--- src/rtl/cla_seq_adder_if.sv ---
// Request/response bundle for the sequential CLA adder: operand handshake in,
// result plus NZCV flags out.
interface cla_seq_adder_if #(
  parameter int WIDTH = 64
) ();
  logic             in_valid;
  logic             in_ready;
  logic [1:0]       op;
  logic             carry_in;
  logic [WIDTH-1:0] a;
  logic [WIDTH-1:0] b;
  logic             out_valid;
  logic             out_ready;
  logic [WIDTH-1:0] sum;
  logic             flag_n;
  logic             flag_z;
  logic             flag_c;
  logic             flag_v;

  modport master (
    output in_valid, op, carry_in, a, b, out_ready,
    input  in_ready, out_valid, sum, flag_n, flag_z, flag_c, flag_v
  );

  modport slave (
    input  in_valid, op, carry_in, a, b, out_ready,
    output in_ready, out_valid, sum, flag_n, flag_z, flag_c, flag_v
  );
endinterface

--- src/rtl/cla_seq_adder.sv ---
// WIDTH-bit ADD/SUB/ADC/SBC computed one 16-bit slice per clock through a single
// CLA_16bit, with the slice carry chained from the adder's group P/G outputs.

// Four-wide lookahead carry unit, shared by the bit level and the group level.
module cla_lcu4 (
  input  logic [3:0] p,
  input  logic [3:0] g,
  input  logic       cin,
  output logic [3:0] c,
  output logic       pg,
  output logic       gg
);
  assign c[0] = cin;
  assign c[1] = g[0] | (p[0] & cin);
  assign c[2] = g[1] | (p[1] & g[0]) | (p[1] & p[0] & cin);
  assign c[3] = g[2] | (p[2] & g[1]) | (p[2] & p[1] & g[0]) | (p[2] & p[1] & p[0] & cin);
  assign pg   = &p;
  assign gg   = g[3] | (p[3] & g[2]) | (p[3] & p[2] & g[1]) | (p[3] & p[2] & p[1] & g[0]);
endmodule

module cla_4bit (
  input  logic [3:0] a,
  input  logic [3:0] b,
  input  logic       cin,
  output logic [3:0] s,
  output logic       pg,
  output logic       gg
);
  logic [3:0] p, g, c;

  assign p = a ^ b;
  assign g = a & b;

  cla_lcu4 u_lcu (.p(p), .g(g), .cin(cin), .c(c), .pg(pg), .gg(gg));

  assign s = p ^ c;
endmodule

module CLA_16bit (
  input  logic [15:0] a,
  input  logic [15:0] b,
  input  logic        cin,
  output logic [15:0] s,
  output logic        pg,
  output logic        gg
);
  localparam int NUM_LANES = 4;

  logic [NUM_LANES-1:0][3:0] a_v, b_v, s_v;
  logic [NUM_LANES-1:0]      grp_p, grp_g, grp_c;

  assign a_v = a;
  assign b_v = b;

  for (genvar i = 0; i < NUM_LANES; i++) begin : g_grp
    cla_4bit u_grp (
      .a  (a_v[i]),
      .b  (b_v[i]),
      .cin(grp_c[i]),
      .s  (s_v[i]),
      .pg (grp_p[i]),
      .gg (grp_g[i])
    );
  end

  cla_lcu4 u_lcu (.p(grp_p), .g(grp_g), .cin(cin), .c(grp_c), .pg(pg), .gg(gg));

  assign s = s_v;
endmodule

module cla_seq_adder #(
  parameter int WIDTH = 64
) (
  input  logic            clk,
  input  logic            reset,
  cla_seq_adder_if.slave  bus
);
  // WIDTH must be a multiple of 16 and at least 32, so CW is never zero.
  localparam int SLICES = WIDTH / 16;
  localparam int CW     = $clog2(SLICES);
  localparam logic [CW-1:0] LAST = CW'(SLICES - 1);

  typedef enum logic [1:0] {IDLE, RUN, DONE} state_e;

  state_e                   state_q, state_d;
  logic [CW-1:0]            slice_q, slice_d;
  logic                     carry_q, carry_d;
  logic [SLICES-1:0][15:0]  opa_q, opa_d;
  logic [SLICES-1:0][15:0]  opb_q, opb_d;
  logic [SLICES-1:0][15:0]  sum_q, sum_d;
  logic [3:0]               nzcv_q, nzcv_d;
  logic                     in_ready_q, in_ready_d;
  logic                     out_valid_q, out_valid_d;

  logic                     accept, step, last;
  logic [15:0]              cla_s;
  logic                     cla_pg, cla_gg, carry_nxt, cin_eff, ovf;
  logic [SLICES-1:0][15:0]  sum_full;

  CLA_16bit u_cla (
    .a  (opa_q[slice_q]),
    .b  (opb_q[slice_q]),
    .cin(carry_q),
    .s  (cla_s),
    .pg (cla_pg),
    .gg (cla_gg)
  );

  assign carry_nxt = cla_gg | (cla_pg & carry_q);
  assign cin_eff   = bus.op[1] ? bus.carry_in : bus.op[0];

  // State register
  always_ff @(posedge clk or posedge reset) begin
    if (reset) state_q <= IDLE;
    else       state_q <= state_d;
  end

  // Next-state logic
  always_comb begin
    state_d = state_q;
    case (state_q)
      IDLE:    if (accept)        state_d = RUN;
      RUN:     if (last)          state_d = DONE;
      DONE:    if (bus.out_ready) state_d = IDLE;
      default:                    state_d = IDLE;
    endcase
  end

  // Output / control decode; ready and valid are registered copies of the next state
  always_comb begin
    accept      = (state_q == IDLE) && bus.in_valid && in_ready_q;
    step        = (state_q == RUN);
    last        = step && (slice_q == LAST);
    in_ready_d  = (state_d == IDLE);
    out_valid_d = (state_d == DONE);
  end

  // Datapath
  always_comb begin
    opa_d    = opa_q;
    opb_d    = opb_q;
    carry_d  = carry_q;
    slice_d  = slice_q;
    sum_d    = sum_q;
    nzcv_d   = nzcv_q;
    sum_full = sum_q;
    sum_full[slice_q] = cla_s;
    ovf = (opa_q[SLICES-1][15] == opb_q[SLICES-1][15]) &&
          (sum_full[SLICES-1][15] != opa_q[SLICES-1][15]);
    if (accept) begin
      opa_d   = bus.a;
      opb_d   = bus.op[0] ? ~bus.b : bus.b;
      carry_d = cin_eff;
      slice_d = '0;
    end else if (step) begin
      sum_d   = sum_full;
      carry_d = carry_nxt;
      slice_d = last ? '0 : slice_q + 1'b1;
      if (last) nzcv_d = {sum_full[SLICES-1][15], ~|sum_full, carry_nxt, ovf};
    end
  end

  always_ff @(posedge clk or posedge reset) begin
    if (reset) begin
      slice_q     <= '0;
      carry_q     <= 1'b0;
      opa_q       <= '0;
      opb_q       <= '0;
      sum_q       <= '0;
      nzcv_q      <= '0;
      in_ready_q  <= 1'b0;
      out_valid_q <= 1'b0;
    end else begin
      slice_q     <= slice_d;
      carry_q     <= carry_d;
      opa_q       <= opa_d;
      opb_q       <= opb_d;
      sum_q       <= sum_d;
      nzcv_q      <= nzcv_d;
      in_ready_q  <= in_ready_d;
      out_valid_q <= out_valid_d;
    end
  end

  assign bus.in_ready  = in_ready_q;
  assign bus.out_valid = out_valid_q;
  assign bus.sum       = sum_q;
  assign bus.flag_n    = nzcv_q[3];
  assign bus.flag_z    = nzcv_q[2];
  assign bus.flag_c    = nzcv_q[1];
  assign bus.flag_v    = nzcv_q[0];
endmodule

--- src/flat_wrapper.sv ---
// flat-port wrapper written by rule: the top's interface ports become plain ports
module cla_seq_adder_flat 
#(
  parameter int WIDTH = 64
)
  (clk, reset, bus_in_valid, bus_op, bus_carry_in, bus_a, bus_b, bus_out_ready, bus_in_ready, bus_out_valid, bus_sum, bus_flag_n, bus_flag_z, bus_flag_c, bus_flag_v);
  cla_seq_adder_if #(.WIDTH(WIDTH)) bus_i ();
  input  logic clk;
  input  logic reset;
  input wire logic [$bits(bus_i.in_valid)-1:0] bus_in_valid;
  input wire logic [$bits(bus_i.op)-1:0] bus_op;
  input wire logic [$bits(bus_i.carry_in)-1:0] bus_carry_in;
  input wire logic [$bits(bus_i.a)-1:0] bus_a;
  input wire logic [$bits(bus_i.b)-1:0] bus_b;
  input wire logic [$bits(bus_i.out_ready)-1:0] bus_out_ready;
  output wire logic [$bits(bus_i.in_ready)-1:0] bus_in_ready;
  output wire logic [$bits(bus_i.out_valid)-1:0] bus_out_valid;
  output wire logic [$bits(bus_i.sum)-1:0] bus_sum;
  output wire logic [$bits(bus_i.flag_n)-1:0] bus_flag_n;
  output wire logic [$bits(bus_i.flag_z)-1:0] bus_flag_z;
  output wire logic [$bits(bus_i.flag_c)-1:0] bus_flag_c;
  output wire logic [$bits(bus_i.flag_v)-1:0] bus_flag_v;
  assign bus_i.in_valid = bus_in_valid;
  assign bus_i.op = bus_op;
  assign bus_i.carry_in = bus_carry_in;
  assign bus_i.a = bus_a;
  assign bus_i.b = bus_b;
  assign bus_i.out_ready = bus_out_ready;
  assign bus_in_ready = bus_i.in_ready;
  assign bus_out_valid = bus_i.out_valid;
  assign bus_sum = bus_i.sum;
  assign bus_flag_n = bus_i.flag_n;
  assign bus_flag_z = bus_i.flag_z;
  assign bus_flag_c = bus_i.flag_c;
  assign bus_flag_v = bus_i.flag_v;
  cla_seq_adder #(.WIDTH(WIDTH)) u_core (.clk(clk), .reset(reset), .bus(bus_i));
endmodule
--- config.mk ---
export PLATFORM = sky130hd
export DESIGN_NAME = cla_seq_adder_flat
export DESIGN_NICKNAME = d
export VERILOG_FILES = /design/src/rtl/cla_seq_adder_if.sv /design/src/rtl/cla_seq_adder.sv /design/src/flat_wrapper.sv
export SDC_FILE = /design/constraint.sdc
export NUM_CORES = 1
export LEC_CHECK = 0
export BUFFER_PORTS_ARGS = -buffer_cell sky130_fd_sc_hd__buf_2
export CAP_MARGIN = 15
export CORE_AREA = 2 2 145 147
export DETAILED_ROUTE_END_ITERATION = 16
export DIE_AREA = 0 0 147 149
export MAX_ROUTING_LAYER = met4
export PLACE_DENSITY = 0.73
export SLEW_MARGIN = 15
export SYNTH_ARGS = -nofsm -noshare
export SYNTH_HDL_FRONTEND = slang
export SYNTH_SLANG_ARGS = --single-unit
--- constraint.sdc ---
create_clock -name clk -period 6.7 [get_ports clk]
set_input_delay 1.34 -clock clk [delete_from_list [all_inputs] [get_ports clk]]
set_output_delay 1.34 -clock clk [all_outputs]
set_load 0.1 [all_outputs]
==> impl_metrics.yaml <==
status:
  status: "complete, no violations"
place:
  hpwl_um: 18950
  gp_congestion: 0.9152
  port_buffers: 204
global_route:
  grt_overflow: 0
  antenna_found_initial: 0
  grt_usage: 0.2454
  grt_max_degree: 115
  grt_pass1_vias: 7709
  grt_pass1_wl_um: 41000
logic_synthesis:
  synth_seq_cells: 203
  yosysWarnings: 0
  ys.flop_type: "dfrtp_1"
  synthesis.instances: 1002
  syn_nets: 1161
  syn-cell-area_um2: 9966
  ys_types: 63
  synth_edf_count: 0
  syn_area_per_cell_um2: 9.946
  synth-seq-area-share: 0.5097
  ys_async_sr_fraction: 1.000
cts:
  post_cts_buffers: 0
  clkTransAtPathRegs_ns: 0.06
  cts_max_level: 1
  cts.sinks: 203
  ctsResizeCount: 0
  ctsRootBufferMaster: "clkbuf_16"
  cts_tree: "done"
  clk_latency_ns: 0.50
  ctsHoldBuffers: 0
  numCtsBuffers: 22
  cts_buffer_depth: 3
timing:
  fmaxAchievable_mhz: 190.2
  hold_violations: 0
  grt_setup_unrepaired: "no"
  tns_ns: 0
  fin_crit_sh: 0.7846
  setup_viol_count_final: 0
  clock_skew_ns: 0.01079
  fin_crit_ns: 5.257
  slew_viol_final: 0
  worstMarginPinSlew_ns: 1.101
  slew-limit-headroom: 0.2594
drt:
  drc: 0
  dr_wl_met2_um: 12060
  drtAntennaViolNets: 0
  vias: 7856
  firstDrtPassIters: 7
  top_layer: "met4"
  met1Wirelength_um: 11310
  drt_iter0_drc: 509
  dr_wl_met3_um: 1671
  wirelength_um: 25800
  vias_per_cell: 5.355
  wl_per_cell_um: 17.59
hold_path:
  hold_class: "flip-flop to flip-flop"
  min-delay-start: "u_core.opa_q[60]"
  hold_depth: 2
  min_to: "u_core.opa_q[60]"
worst_setup_path:
  start_kind: "flip-flop"
  reg2reg_to: "u_core.nzcv_q[2]"
  ff2ff_path_depth: 15
  r2r-start: "u_core.slice_q[1]"
  path_max_fanout: 25
  crit_type: "flip-flop to flip-flop"
  required_ns: 7.14
  cp-end-kind: "flip-flop"
  r2r_slack_ns: 1.44
  startpoint: "u_core.slice_q[1]"
  arrival_ns: 5.69
layout:
  utilization: 0.5807
  antenna_cells: 0
  multi_input_area_um2: 4624
  drive_above_1_share: 0.2592
  ff_latch_area_um2: 5081
  layout.nets: 1335
  area_delta_synth_final_pct: 19.79
  fillers: 1787
die:
  pin_count: 205
  dieHeight_um: 149
  initial_core_util: 0.4848
  die_x_um: 147
  die_area_um2: 21900
  rows: 53
  core_area_um2: 20560
run:
  maxCapViolations: 0
-- how the worst max path moves through the flow --
| stage | slack [ns] | endpoint |
|---|---|---|
| floorplan | 1.80 | u_core.nzcv_q[2] |
| global placement | 1.78 | u_core.nzcv_q[2] |
| detailed placement | 1.51 | u_core.nzcv_q[2] |
| CTS | 1.51 | u_core.nzcv_q[2] |
| global route | 0.99 | u_core.nzcv_q[2] |
| finish | 1.44 | u_core.nzcv_q[2] |
-- layer usage --
metal	up-vias	track usage
met5	-	-
met4	0	0.07548
met3	48	0.03394
met2	310	0.3819
met1	3746	0.3405
li1	3752	-
-- layout by cell type (no fill, tap or decap), types with 3 or more instances in the layout --
| cell type | instances |
|---|---|
| nand2_1 | 324 |
| buf_2 | 203 |
| dfrtp_1 | 202 |
| o21ai_0 | 128 |
| xnor2_1 | 69 |
| mux4_2 | 32 |
| clkbuf_16 | 23 |
| ha_1 | 20 |
| nor2_1 | 19 |
| mux2_2 | 12 |
| nor3_1 | 12 |
| inv_1 | 10 |
| nor4_1 | 10 |
| a21oi_1 | 7 |
| clkinv_2 | 7 |
| buf_4 | 7 |
| nor2b_1 | 5 |
| a31oi_1 | 4 |
| and2_1 | 4 |
| and3_1 | 4 |
| fa_1 | 4 |
| clkbuf_1 | 4 |
| or2_2 | 3 |
| o31ai_1 | 3 |
| nand2b_1 | 3 |
| a21o_1 | 3 |
| nand3_1 | 3 |
| a41oi_1 | 3 |
| nor3b_1 | 3 |
| nand3b_1 | 3 |
| clkbuf_8 | 3 |
-- state kept, by name, indices dropped and copies added (netlist names) --
name and count:
u_core.bus.in_ready 1, u_core.opa_q 64, u_core.carry_q 1, u_core.bus.out_valid 1, u_core.state_q 2, u_core.opb_q 64, u_core.slice_q 2, u_core.nzcv_q 4
u_core.bus.sum 64
-- worst max-delay path: stages (launching register included) --
cell	delay, ns
dfrtp_1	1.06
buf_4	0.35
mux4_2	0.32
ha_1	0.33
a21oi_1	0.41
o21ai_0	0.23
o21bai_1	0.22
fa_1	0.39
xnor2_1	0.44
nor2b_1	0.09
a2111oi_0	0.38
o21ai_0	0.16
nor4_1	0.23
o21ai_0	0.17
a2111oi_2	0.23
a22o_1	0.17
-- final cells by class --
type,count,area share
Sequential cell,203,0.4256
Multi-Input combinational cell,726,0.3874
Timing Repair Buffer,212,0.09286
Clock buffer,30,0.05293
Tap cell,275,0.02882
Clock inverter,10,0.008594
Inverter,11,0.003773
-- synthesized netlist by cell type, types with 7 or more instances --
cell type | count | share of area
nand2_1 | 324 | 0.12
dfrtp_1 | 203 | 0.51
o21ai_0 | 128 | 0.064
xnor2_1 | 69 | 0.061
clkbuf_1 | 52 | 0.020
mux4_2 | 32 | 0.072
ha_1 | 20 | 0.025
nor2_1 | 19 | 0.0072
mux2_2 | 12 | 0.014
nor3_1 | 12 | 0.0060
inv_1 | 11 | 0.0041
nor4_1 | 10 | 0.0063
buf_1 | 9 | 0.0034
a21oi_1 | 7 | 0.0035
-- per-stage QoR --
step                area [um2]  setup slack, ns  hold slack (ns)  instances
detailed placement       11180            1.506           0.4627       1426
global placement         11180            1.784           0.4587       1426
CTS                      11920            1.508           0.4776       1466
floorplan                 9970            1.800           0.4403       1002
global route             11940           0.9898           0.5056       1467
finish                   11940            1.443           0.4776       1467
-- logic make-up (layout without fill, tap and decap cells) --
logic type      count (synthesis)  count (layout)  synth area share
simple gates                  406             406            0.1692
flops                         203             203            0.5097
compound gates                179             179            0.1100
buf+inv                        73             263           0.02762
xor+xnor                       71              71           0.06240
mux                            46              46           0.08788
fa+ha+maj                      24              24           0.03315
Power is not shown: default switching activity piles up to over one toggle a cycle in this logic, so the estimate is an artifact.
